### config.mk
export PLATFORM = sky130hd
export DESIGN_NAME = serial_frame_scheduler
export DESIGN_NICKNAME = d
export VERILOG_FILES = /design/src/rtl/sfs_pkg.sv /design/src/rtl/sfs_rr_arbiter.sv /design/src/rtl/serial_frame_scheduler.sv
export SDC_FILE = /design/constraint.sdc
export NUM_CORES = 1
export LEC_CHECK = 0
export BUFFER_PORTS_ARGS = -buffer_cell sky130_fd_sc_hd__buf_4
export CORE_AREA = 3 3 55 57
export CTS_CLUSTER_DIAMETER = 120
export DETAILED_ROUTE_END_ITERATION = 8
export DIE_AREA = 0 0 58 60
export GPL_ROUTABILITY_DRIVEN = 0
export GPL_TIMING_DRIVEN = 1
export PLACE_DENSITY = 0.89
export RECOVER_POWER = 50
export SYNTH_ARGS = -nofsm -noshare
export SYNTH_HDL_FRONTEND = slang
export SYNTH_SLANG_ARGS = --single-unit
### constraint.sdc
create_clock -name clk -period 7.4 [get_ports clk]
set_clock_uncertainty 0.2 [all_clocks]
set_input_delay 1.85 -clock clk [delete_from_list [all_inputs] [get_ports clk]]
set_output_delay 1.85 -clock clk [all_outputs]
set_load 0.005 [all_outputs]
### src/rtl/sfs_pkg.sv
// Shared state encoding and constants for serial_frame_scheduler.
package sfs_pkg;

   typedef enum logic [2:0] {
      S_IDLE,
      S_ARB,
      S_SEND,
      S_GAP,
      S_ERR_HOLD
   } sfs_state_e;

   localparam int FRAME_BITS      = 101;
   localparam int DEF_NREQ        = 4;
   localparam int DEF_GAP_CYC     = 4;
   localparam int DEF_TIMEOUT_CYC = 128;
   localparam int GAP_CNT_W       = 4;

endpackage

### src/rtl/sfs_rr_arbiter.sv
// Round-robin selector: combinational pick starting at r_ptr, pointer advances
// past the winner whenever the pick is taken.
module sfs_rr_arbiter
   import sfs_pkg::*;
#(
   parameter int NREQ = DEF_NREQ
) (
   input  logic            clk,
   input  logic            rst,
   input  logic [NREQ-1:0] i_req,
   input  logic            i_take,
   output logic [NREQ-1:0] o_gnt,
   output logic            o_any
);

   localparam int PW = $clog2(NREQ);

   logic [PW-1:0] r_ptr;
   logic [PW-1:0] w_win;
   logic [PW:0]   w_pos;

   always_comb begin
      o_gnt = '0;
      o_any = 1'b0;
      w_win = '0;
      w_pos = '0;
      for (int k = 0; k < NREQ; k++) begin
         w_pos = {1'b0, r_ptr} + (PW+1)'(k);
         if (w_pos >= (PW+1)'(NREQ)) w_pos = w_pos - (PW+1)'(NREQ);
         if (!o_any && i_req[w_pos[PW-1:0]]) begin
            o_any                 = 1'b1;
            w_win                 = w_pos[PW-1:0];
            o_gnt[w_pos[PW-1:0]]  = 1'b1;
         end
      end
   end

   always_ff @(posedge clk or posedge rst) begin
      if (rst)
         r_ptr <= '0;
      else if (i_take)
         r_ptr <= (w_win == PW'(NREQ - 1)) ? '0 : w_win + 1'b1;
   end

endmodule

### src/rtl/serial_frame_scheduler.sv
// Grants one requester at a time a 101-bit frame on the serial transmitter.
// Define SFS_TIMEOUT_EN to add the SEND watchdog (sticky err, ERR_HOLD recovery).
module serial_frame_scheduler
   import sfs_pkg::*;
#(
   parameter int NREQ        = DEF_NREQ,
   parameter int GAP_CYC     = DEF_GAP_CYC,
   parameter int TIMEOUT_CYC = DEF_TIMEOUT_CYC
) (
   input  logic            clk,
   input  logic            rst,
   input  logic [NREQ-1:0] req,
   input  logic [NREQ-1:0] pol_sel,
   input  logic [NREQ-1:0] st_sel,
   output logic [NREQ-1:0] grant,
   output logic [NREQ-1:0] done,
   output logic            tx_start,
   output logic            tx_polarity,
   output logic            tx_state,
   input  logic            tx_eoc,
   output logic            busy,
   output logic            err
);

   if (NREQ < 2 || NREQ > 8) begin : g_bad_nreq
      $error("serial_frame_scheduler: NREQ must be 2..8");
   end
   if (GAP_CYC < 1 || GAP_CYC > 15) begin : g_bad_gap
      $error("serial_frame_scheduler: GAP_CYC must be 1..15");
   end
   if (TIMEOUT_CYC <= FRAME_BITS) begin : g_bad_timeout
      $error("serial_frame_scheduler: TIMEOUT_CYC must exceed the frame length");
   end

   sfs_state_e           r_state, w_next;
   logic [NREQ-1:0]      r_grant, r_done, w_arb_gnt;
   logic                 w_arb_any, w_arb_take;
   logic                 r_pol, r_st;
   logic [GAP_CNT_W-1:0] r_gap_cnt;
   logic                 w_gap_done, w_to_hit;

   sfs_rr_arbiter #(.NREQ(NREQ)) u_arb (
      .clk    (clk),
      .rst    (rst),
      .i_req  (req),
      .i_take (w_arb_take),
      .o_gnt  (w_arb_gnt),
      .o_any  (w_arb_any)
   );

   assign w_arb_take = (r_state == S_ARB) && w_arb_any;
   // Gap ends only once the minimum spacing is met and the transmitter has released eoc.
   assign w_gap_done = (r_gap_cnt == GAP_CNT_W'(GAP_CYC - 1)) && !tx_eoc;

`ifdef SFS_TIMEOUT_EN
   localparam int TO_W = $clog2(TIMEOUT_CYC);
   logic [TO_W-1:0] r_to_cnt;
   logic            r_err;

   assign w_to_hit = (r_to_cnt == TO_W'(TIMEOUT_CYC - 1));

   always_ff @(posedge clk or posedge rst) begin
      if (rst) begin
         r_to_cnt <= '0;
         r_err    <= 1'b0;
      end else begin
         r_to_cnt <= (r_state == S_SEND) ? r_to_cnt + 1'b1 : '0;
         if (r_state == S_SEND && !tx_eoc && w_to_hit) r_err <= 1'b1;
      end
   end

   assign err = r_err;
`else
   assign w_to_hit = 1'b0;
   assign err      = 1'b0;
`endif

   always_comb begin
      w_next = r_state;
      case (r_state)
         S_IDLE:     if (|req) w_next = S_ARB;
         S_ARB:      w_next = w_arb_any ? S_SEND : S_IDLE;
         S_SEND: begin
            if (tx_eoc)        w_next = S_GAP;
            else if (w_to_hit) w_next = S_ERR_HOLD;
         end
         S_GAP,
         S_ERR_HOLD: if (w_gap_done) w_next = S_IDLE;
         default:    w_next = S_IDLE;
      endcase
   end

   always_ff @(posedge clk or posedge rst) begin
      if (rst) begin
         r_state   <= S_IDLE;
         r_grant   <= '0;
         r_done    <= '0;
         r_pol     <= 1'b0;
         r_st      <= 1'b0;
         r_gap_cnt <= '0;
      end else begin
         r_state <= w_next;
         r_done  <= '0;
         case (r_state)
            S_ARB: if (w_arb_any) begin
               r_grant <= w_arb_gnt;
               r_pol   <= |(pol_sel & w_arb_gnt);
               r_st    <= |(st_sel & w_arb_gnt);
            end
            S_SEND: begin
               if (tx_eoc) begin
                  r_done  <= r_grant;
                  r_grant <= '0;
               end else if (w_to_hit) begin
                  r_grant <= '0;
               end
            end
            default: ;
         endcase
         if (r_state == S_GAP || r_state == S_ERR_HOLD) begin
            if (r_gap_cnt != GAP_CNT_W'(GAP_CYC - 1)) r_gap_cnt <= r_gap_cnt + 1'b1;
         end else begin
            r_gap_cnt <= '0;
         end
      end
   end

   assign grant       = r_grant;
   assign done        = r_done;
   assign tx_start    = (r_state == S_SEND);
   assign tx_polarity = r_pol;
   assign tx_state    = r_st;
   assign busy        = (r_state != S_IDLE);

endmodule

# Word-level counts from Yosys, hierarchy flattened
# Cells that the tools add are included.
word_totals:
  output_inout_bits: 13
  inputBits: 15
  word_cells: 114
  ff_bits: 19
op_classes:
  n_lt_le_gt_ge: 12
  eq_ne: 12
  reduce_logical: 24
  muxes: 45
  add_sub_neg: 9
  bitwise_logic: 5
ops:
  columns: ["cell", "count"]
  rows:
  - ["4-bit two-way mux", 10]
  - ["2-bit two-way mux", 10]
  - ["2-bit by 3-bit < comparator with 1-bit output (second input constant)", 4]
  - ["1-bit two-way mux", 12]
  - ["4-bit bitwise OR", 3]
  - ["3-bit case mux with 4 select lines", 1]
  - ["4-bit OR reduction", 3]
  - ["3-bit greater-or-equal comparator (second input constant)", 3]
  - ["1-bit logical AND", 9]
  - ["3-bit two-way mux", 3]
  - ["4-bit bitwise AND", 2]
  - ["1-bit binary-select mux with 2-bit select", 4]
  - ["1-bit demux with 2-bit select", 4]
  - ["2-bit by 1-bit greater-or-equal comparator with 1-bit output (second input constant)", 4]
  - ["4-bit case mux with 2 select lines", 1]
  - ["2-bit by 1-bit subtractor with 2-bit output (second input constant)", 4]
  - ["2-bit by 2-bit adder with 3-bit output (second input constant)", 2]
  - ["3-bit by 2-bit equality test with 1-bit output (second input constant)", 2]
  - ["2-bit != test (second input constant)", 3]
  - ["3-bit AND reduction", 2]
  - ["4-bit by 1-bit adder with 4-bit output (second input constant)", 1]
  - ["4-bit by 2-bit equality test with 1-bit output (second input constant)", 1]
  - ["1-bit zero test", 4]
  - ["2-bit by 1-bit != test with 1-bit output (second input constant)", 2]
  - ["other kinds (13)", 13]

# Depth between registers and ports, before layout
depth:
  word_depth: 16
  depth_mapped: 12
  ltp_nobuf: 8

# Cells and area by module
# Synthesis repeated with hierarchy kept, for this count alone.
unflattened:
  cells_unflattened: 122
  area_unflattened_um2: 1236.2
modules_own_cells:
  columns: ["module", "seq_area_each_um2", "area_per_inst_um2", "instances", "cells_each"]
  rows:
  - ["serial_frame_scheduler", 400.4, 732.0, 1, 68]
  - ["sfs_rr_arbiter", 50.0, 504.2, 1, 54]

# Worst setup path after synthesis
# OpenSTA, ideal clock, no wires.
synth_path:
  path_type: "input port to flip-flop"
  startpoint: "input req[3]"
  endpoint: "register u_arb.r_ptr[1]"
  path_stages: 8
  n_path_buf: 2
  arrival_time_ns: 3.375
  slack_ns: 3.705
  setup_time_ns: 0.120
  required_ns: 7.080
  cell_sequence: "buf_6 > mux4_2 > buf_6 > nor3b_1 > nor4_2 > a21oi_1 > a21o_1 > a31o_1"
synth_via:
  elab_chain_cells: 14
  elab_cells_between_ends: 26
  classes_between: "add/sub: 1; eq/ne: 1; mux: 17; reduce/logical: 7"
synth_lines:
  columns: ["item", "line", "text"]
  rows:
  - ["start, declared", "serial_frame_scheduler.sv:12", "input logic [NREQ-1:0] req,"]
  - ["1-bit binary-select mux with 2-bit select", "sfs_rr_arbiter.sv:30", "if (!o_any && i_req[w_pos[PW-1:0]]) begin"]
  - ["1-bit two-way mux (implied by the code)", "sfs_rr_arbiter.sv:30", null]
  - ["1-bit two-way mux", "sfs_rr_arbiter.sv:30", null]
  - ["1-bit zero test", "sfs_rr_arbiter.sv:30", null]
  - ["1-bit logical AND", "sfs_rr_arbiter.sv:30", null]
  - ["1-bit two-way mux", "sfs_rr_arbiter.sv:30", null]
  - ["1-bit zero test", "sfs_rr_arbiter.sv:30", null]
  - ["1-bit logical AND", "sfs_rr_arbiter.sv:30", null]
  - ["1-bit two-way mux", "sfs_rr_arbiter.sv:30", null]
  - ["1-bit zero test", "sfs_rr_arbiter.sv:30", null]
  - ["1-bit logical AND", "sfs_rr_arbiter.sv:30", null]
  - ["2-bit two-way mux", "sfs_rr_arbiter.sv:30", null]
  - ["2-bit by 1-bit adder with 2-bit output or 2-bit equality test (tied branches)", "sfs_rr_arbiter.sv:42", "r_ptr <= (w_win == PW'(NREQ - 1)) ? '0 : w_win + 1'b1;"]
  - ["2-bit two-way mux", "sfs_rr_arbiter.sv:42", null]
  - ["end signal, assigned", "sfs_rr_arbiter.sv:42", null]
  - ["end, declared", "sfs_rr_arbiter.sv:18", "logic [PW-1:0] r_ptr;"]
# Parallel ways exist; a longest one is shown, timed or not. The select of a mux whose other input is x is not followed.
# A chain may end at the register's enable or synchronous reset.

# Final worst setup path
layout_path:
  startpoint: "input req[2]"
  endpoint: "register u_arb.r_ptr[1]"
# The elaborated chain is that of the path after synthesis.

==> out/results.tsv <==
stage	metric	value	unit
cells_and_area	most-common-layout-cells	24 x buf_4, 18 x dfrtp_1, 14 x nand2_1	
floorplan	die_h	60	um
route	drc	0	
cts	cts.hold.buffers_added	0	
floorplan	initial_core_util	60.4	%
sta	fin_setup_tns	0	ns
sta	fmax	279	MHz
yosys	ys_seq_elements	18	
yosys	ys_seq_area_share	29.6	%
cells_and_area	final_common_cell	buf_4	
yosys	netlist_instances	167	
cells_and_area	syn_to_final_growth	9.86	%
cts	h-tree-depth	1	
worst_setup_path	path_class	in -> reg	
power_and_ir_drop	leakagePower	0.798	nW
global_routing	antenna_found_initial	0	
placement	dp_slack	3.51	ns
floorplan	die-area	3480	sq um
cts	cts_tree	built	
sta	holdWs	0.358	ns
cells_and_area	fin_cells	214	
sta	final.min_clock_period	3.59	ns
cells_and_area	fillers	206	
yosys	synthArstFlopShare	100	%
cts	clkTransAtPathRegs	0.09	ns
yosys	yosysUniqueCellTypes	48	
placement	io_buffers	26	
cts	cts_resized	0	
route	vias	1333	
yosys	synthesis.area	1520	sq um
run_status	outcome	complete, no violations	
sta	tightest_slew	0.679	ns
route	routed_wl	3.44	mm
power_and_ir_drop	powerDensity	364	nW/um^2
worst_setup_path	crit_path_max_incr_delay	0.59	ns
power_and_ir_drop	power.total	0.609	mW
cells_and_area	ff_latch_area	450	sq um
power_and_ir_drop	power_frac_clock	7.6	%
flow_run	max_cap_violations	0	
worst_setup_path	cp-end-kind	flip-flop	
power_and_ir_drop	power.share.switching	46.0	%
global_routing	grt_pass1_wl	5.36	mm
worst_setup_path	crit_required	7.38	ns
route	first_pass_iters	4	
worst_setup_path	start_kind	input pin	
worst_setup_path	slowest_stage	mux4_2	
floorplan	ios	28	
power_and_ir_drop	p_int	0.329	mW
placement	dpl.hpwl	2.65	mm
yosys	yosysWarnings	0	
cts	clock_latency	0.28	ns
route	ant_nets	0	
worst_setup_path	worst-path-max-fanout	15	
yosys	synth_ff_type	dfrtp_1	
global_routing	grtUsageTotal	19.8	%
cts	post_cts_buffers	0	
cts	cts_made_buffers	3	
cells_and_area	drive_gt1_share	21.2	%
cells_and_area	n_antenna_cell	0	
worst_setup_path	crit_chain	buf_4 > mux4_2 > nor3b_1 > nor4_2 > a21oi_1 > a21o_1 > a31o_1	
sta	setup_violations	0	
placement	dp_cells	211	
floorplan	row_count	18	
cts	clock_path_buffers	2	
sta	period_share	48.5	%
power_and_ir_drop	p_switching	0.280	mW
floorplan	core_area	2520	sq um
global_routing	grt_pass1_vias	1239	
worst_setup_path	cp.arrival	3.57	ns
cts	clock-sinks	18	
sta	grt_setup_unrepaired	no	
route	viasPerCell	6.23	
yosys	synth-edff-count	0	
sta	max_slew_margin	54.7	%
yosys	syn_avg_cell_area	9.12	sq um
yosys	synthesis.nets	190	
cells_and_area	multi_input_area	945	sq um
sta	fin_ws	3.81	ns
cells_and_area	nNetsFinal	209	
min_path	min_path_type	reg -> reg	
sta	finalHoldViolations	0	
sta	drv_slew	0	
cts	root_buffer	clkbuf_4	
power_and_ir_drop	pwr-share-comb	64.6	%
floorplan	die_x	58	um
power_and_ir_drop	p_seq_share	27.8	%
global_routing	grt_max_degree	21	
power_and_ir_drop	irDropWorstVdd	0.265	mV
route	drt_iter0_markers	52	
route	wl_per_cell	16.1	um
global_routing	grt_overflow	0	
-- cell families after synthesis --
group                      after synthesis  synth area share, %
other                                    1                0.246
and+or+nand+nor                         67                 24.8
AOI/OAI and AO/OA                       40                 18.1
DFF                                     18                 29.6
adders and majority gates                8                 6.57
xor gates and xnor gates                 2                 1.15
muxes                                   12                 11.2
buffers and inverters                   19                 8.38
-- area by class of cell --
class	instances	area share (%)
multi-input cells	130	56.5
flip-flops and latches	18	26.9
repair buffers	26	11.4
clock buffers	3	1.35
well taps	30	2.24
inverters	7	1.57
-- critical path: cells and delay by family --
family,cells,cell delay (ns)
AOI/OAI and AO/OA,3,0.53
and+or+nand+nor,2,0.44
muxes,1,0.59
buffers and inverters,1,0.16
-- per-layer routing --
layer	GRT usage (%)	up-vias	part of all wire [%]
met1	22.8	644	40
met2	36.8	45	54
li1	-	638	-
met3	1.30	6	4.4
met5	0	-	0
met4	9.93	0	1.5
-- power by group through the flow --
stage | logic [mW] | clock network (mW) | registers, mW
2_1_floorplan | 0.334 | 0 | 0.149
3_3_place_gp | 0.368 | 0 | 0.165
3_5_place_dp | 0.389 | 0 | 0.170
4_1_cts | 0.390 | 0.0473 | 0.168
5_1_grt | 0.431 | 0.0497 | 0.175
6_report | 0.394 | 0.0463 | 0.169
-- state kept, by name, indices dropped and copies added, names as in the netlist --
| name | cells |
|---|---|
| tx_polarity | 1 |
| tx_state | 1 |
| done | 4 |
| u_arb.r_ptr | 2 |
| grant | 4 |
| r_gap_cnt | 4 |
| r_state | 2 |
-- per-stage QoR --
stage | area, sq um | util (%)
finish | 1670 | 66.3
floorplan | 1520 | -
CTS | 1680 | 66.5
global route | 1670 | 66.3
global placement | 1650 | 65.6
detailed placement | 1650 | 65.6
-- cells in the mapped netlist (all sizes together), types with 6 or more instances --
| library cell | count | area [sq um] |
|---|---|---|
| nor3b | 6 | 45.0 |
| a21oi | 9 | 45.0 |
| nand3 | 6 | 30.0 |
| o21ai | 8 | 40.0 |
| buf | 10 | 83.8 |
| and3 | 6 | 37.5 |
| inv | 7 | 26.3 |
| nor2 | 11 | 41.3 |
| ha | 8 | 100 |
| nand2 | 14 | 52.6 |
| dfrtp | 18 | 450 |
-- final timing paths --
check	from	endpoint	slack [ns]	cells after the start
setup / recovery	req[2]	u_arb.r_ptr[1]$_DFFE_PP0P_	3.81	7
hold / removal	r_state[1]$_DFFE_PP0P_	r_state[1]$_DFFE_PP0P_	0.36	2
setup reg to reg	u_arb.r_ptr[0]$_DFFE_PP0P_	u_arb.r_ptr[1]$_DFFE_PP0P_	3.93	8
hold reg to reg	r_state[1]$_DFFE_PP0P_	r_state[1]$_DFFE_PP0P_	0.36	2
max in group asynchronous	rst	r_state[1]$_DFFE_PP0P_	5.13	2
min in group asynchronous	rst	done[0]$_DFF_PP0_	1.45	2
Power figures use the tool's default switching activity.
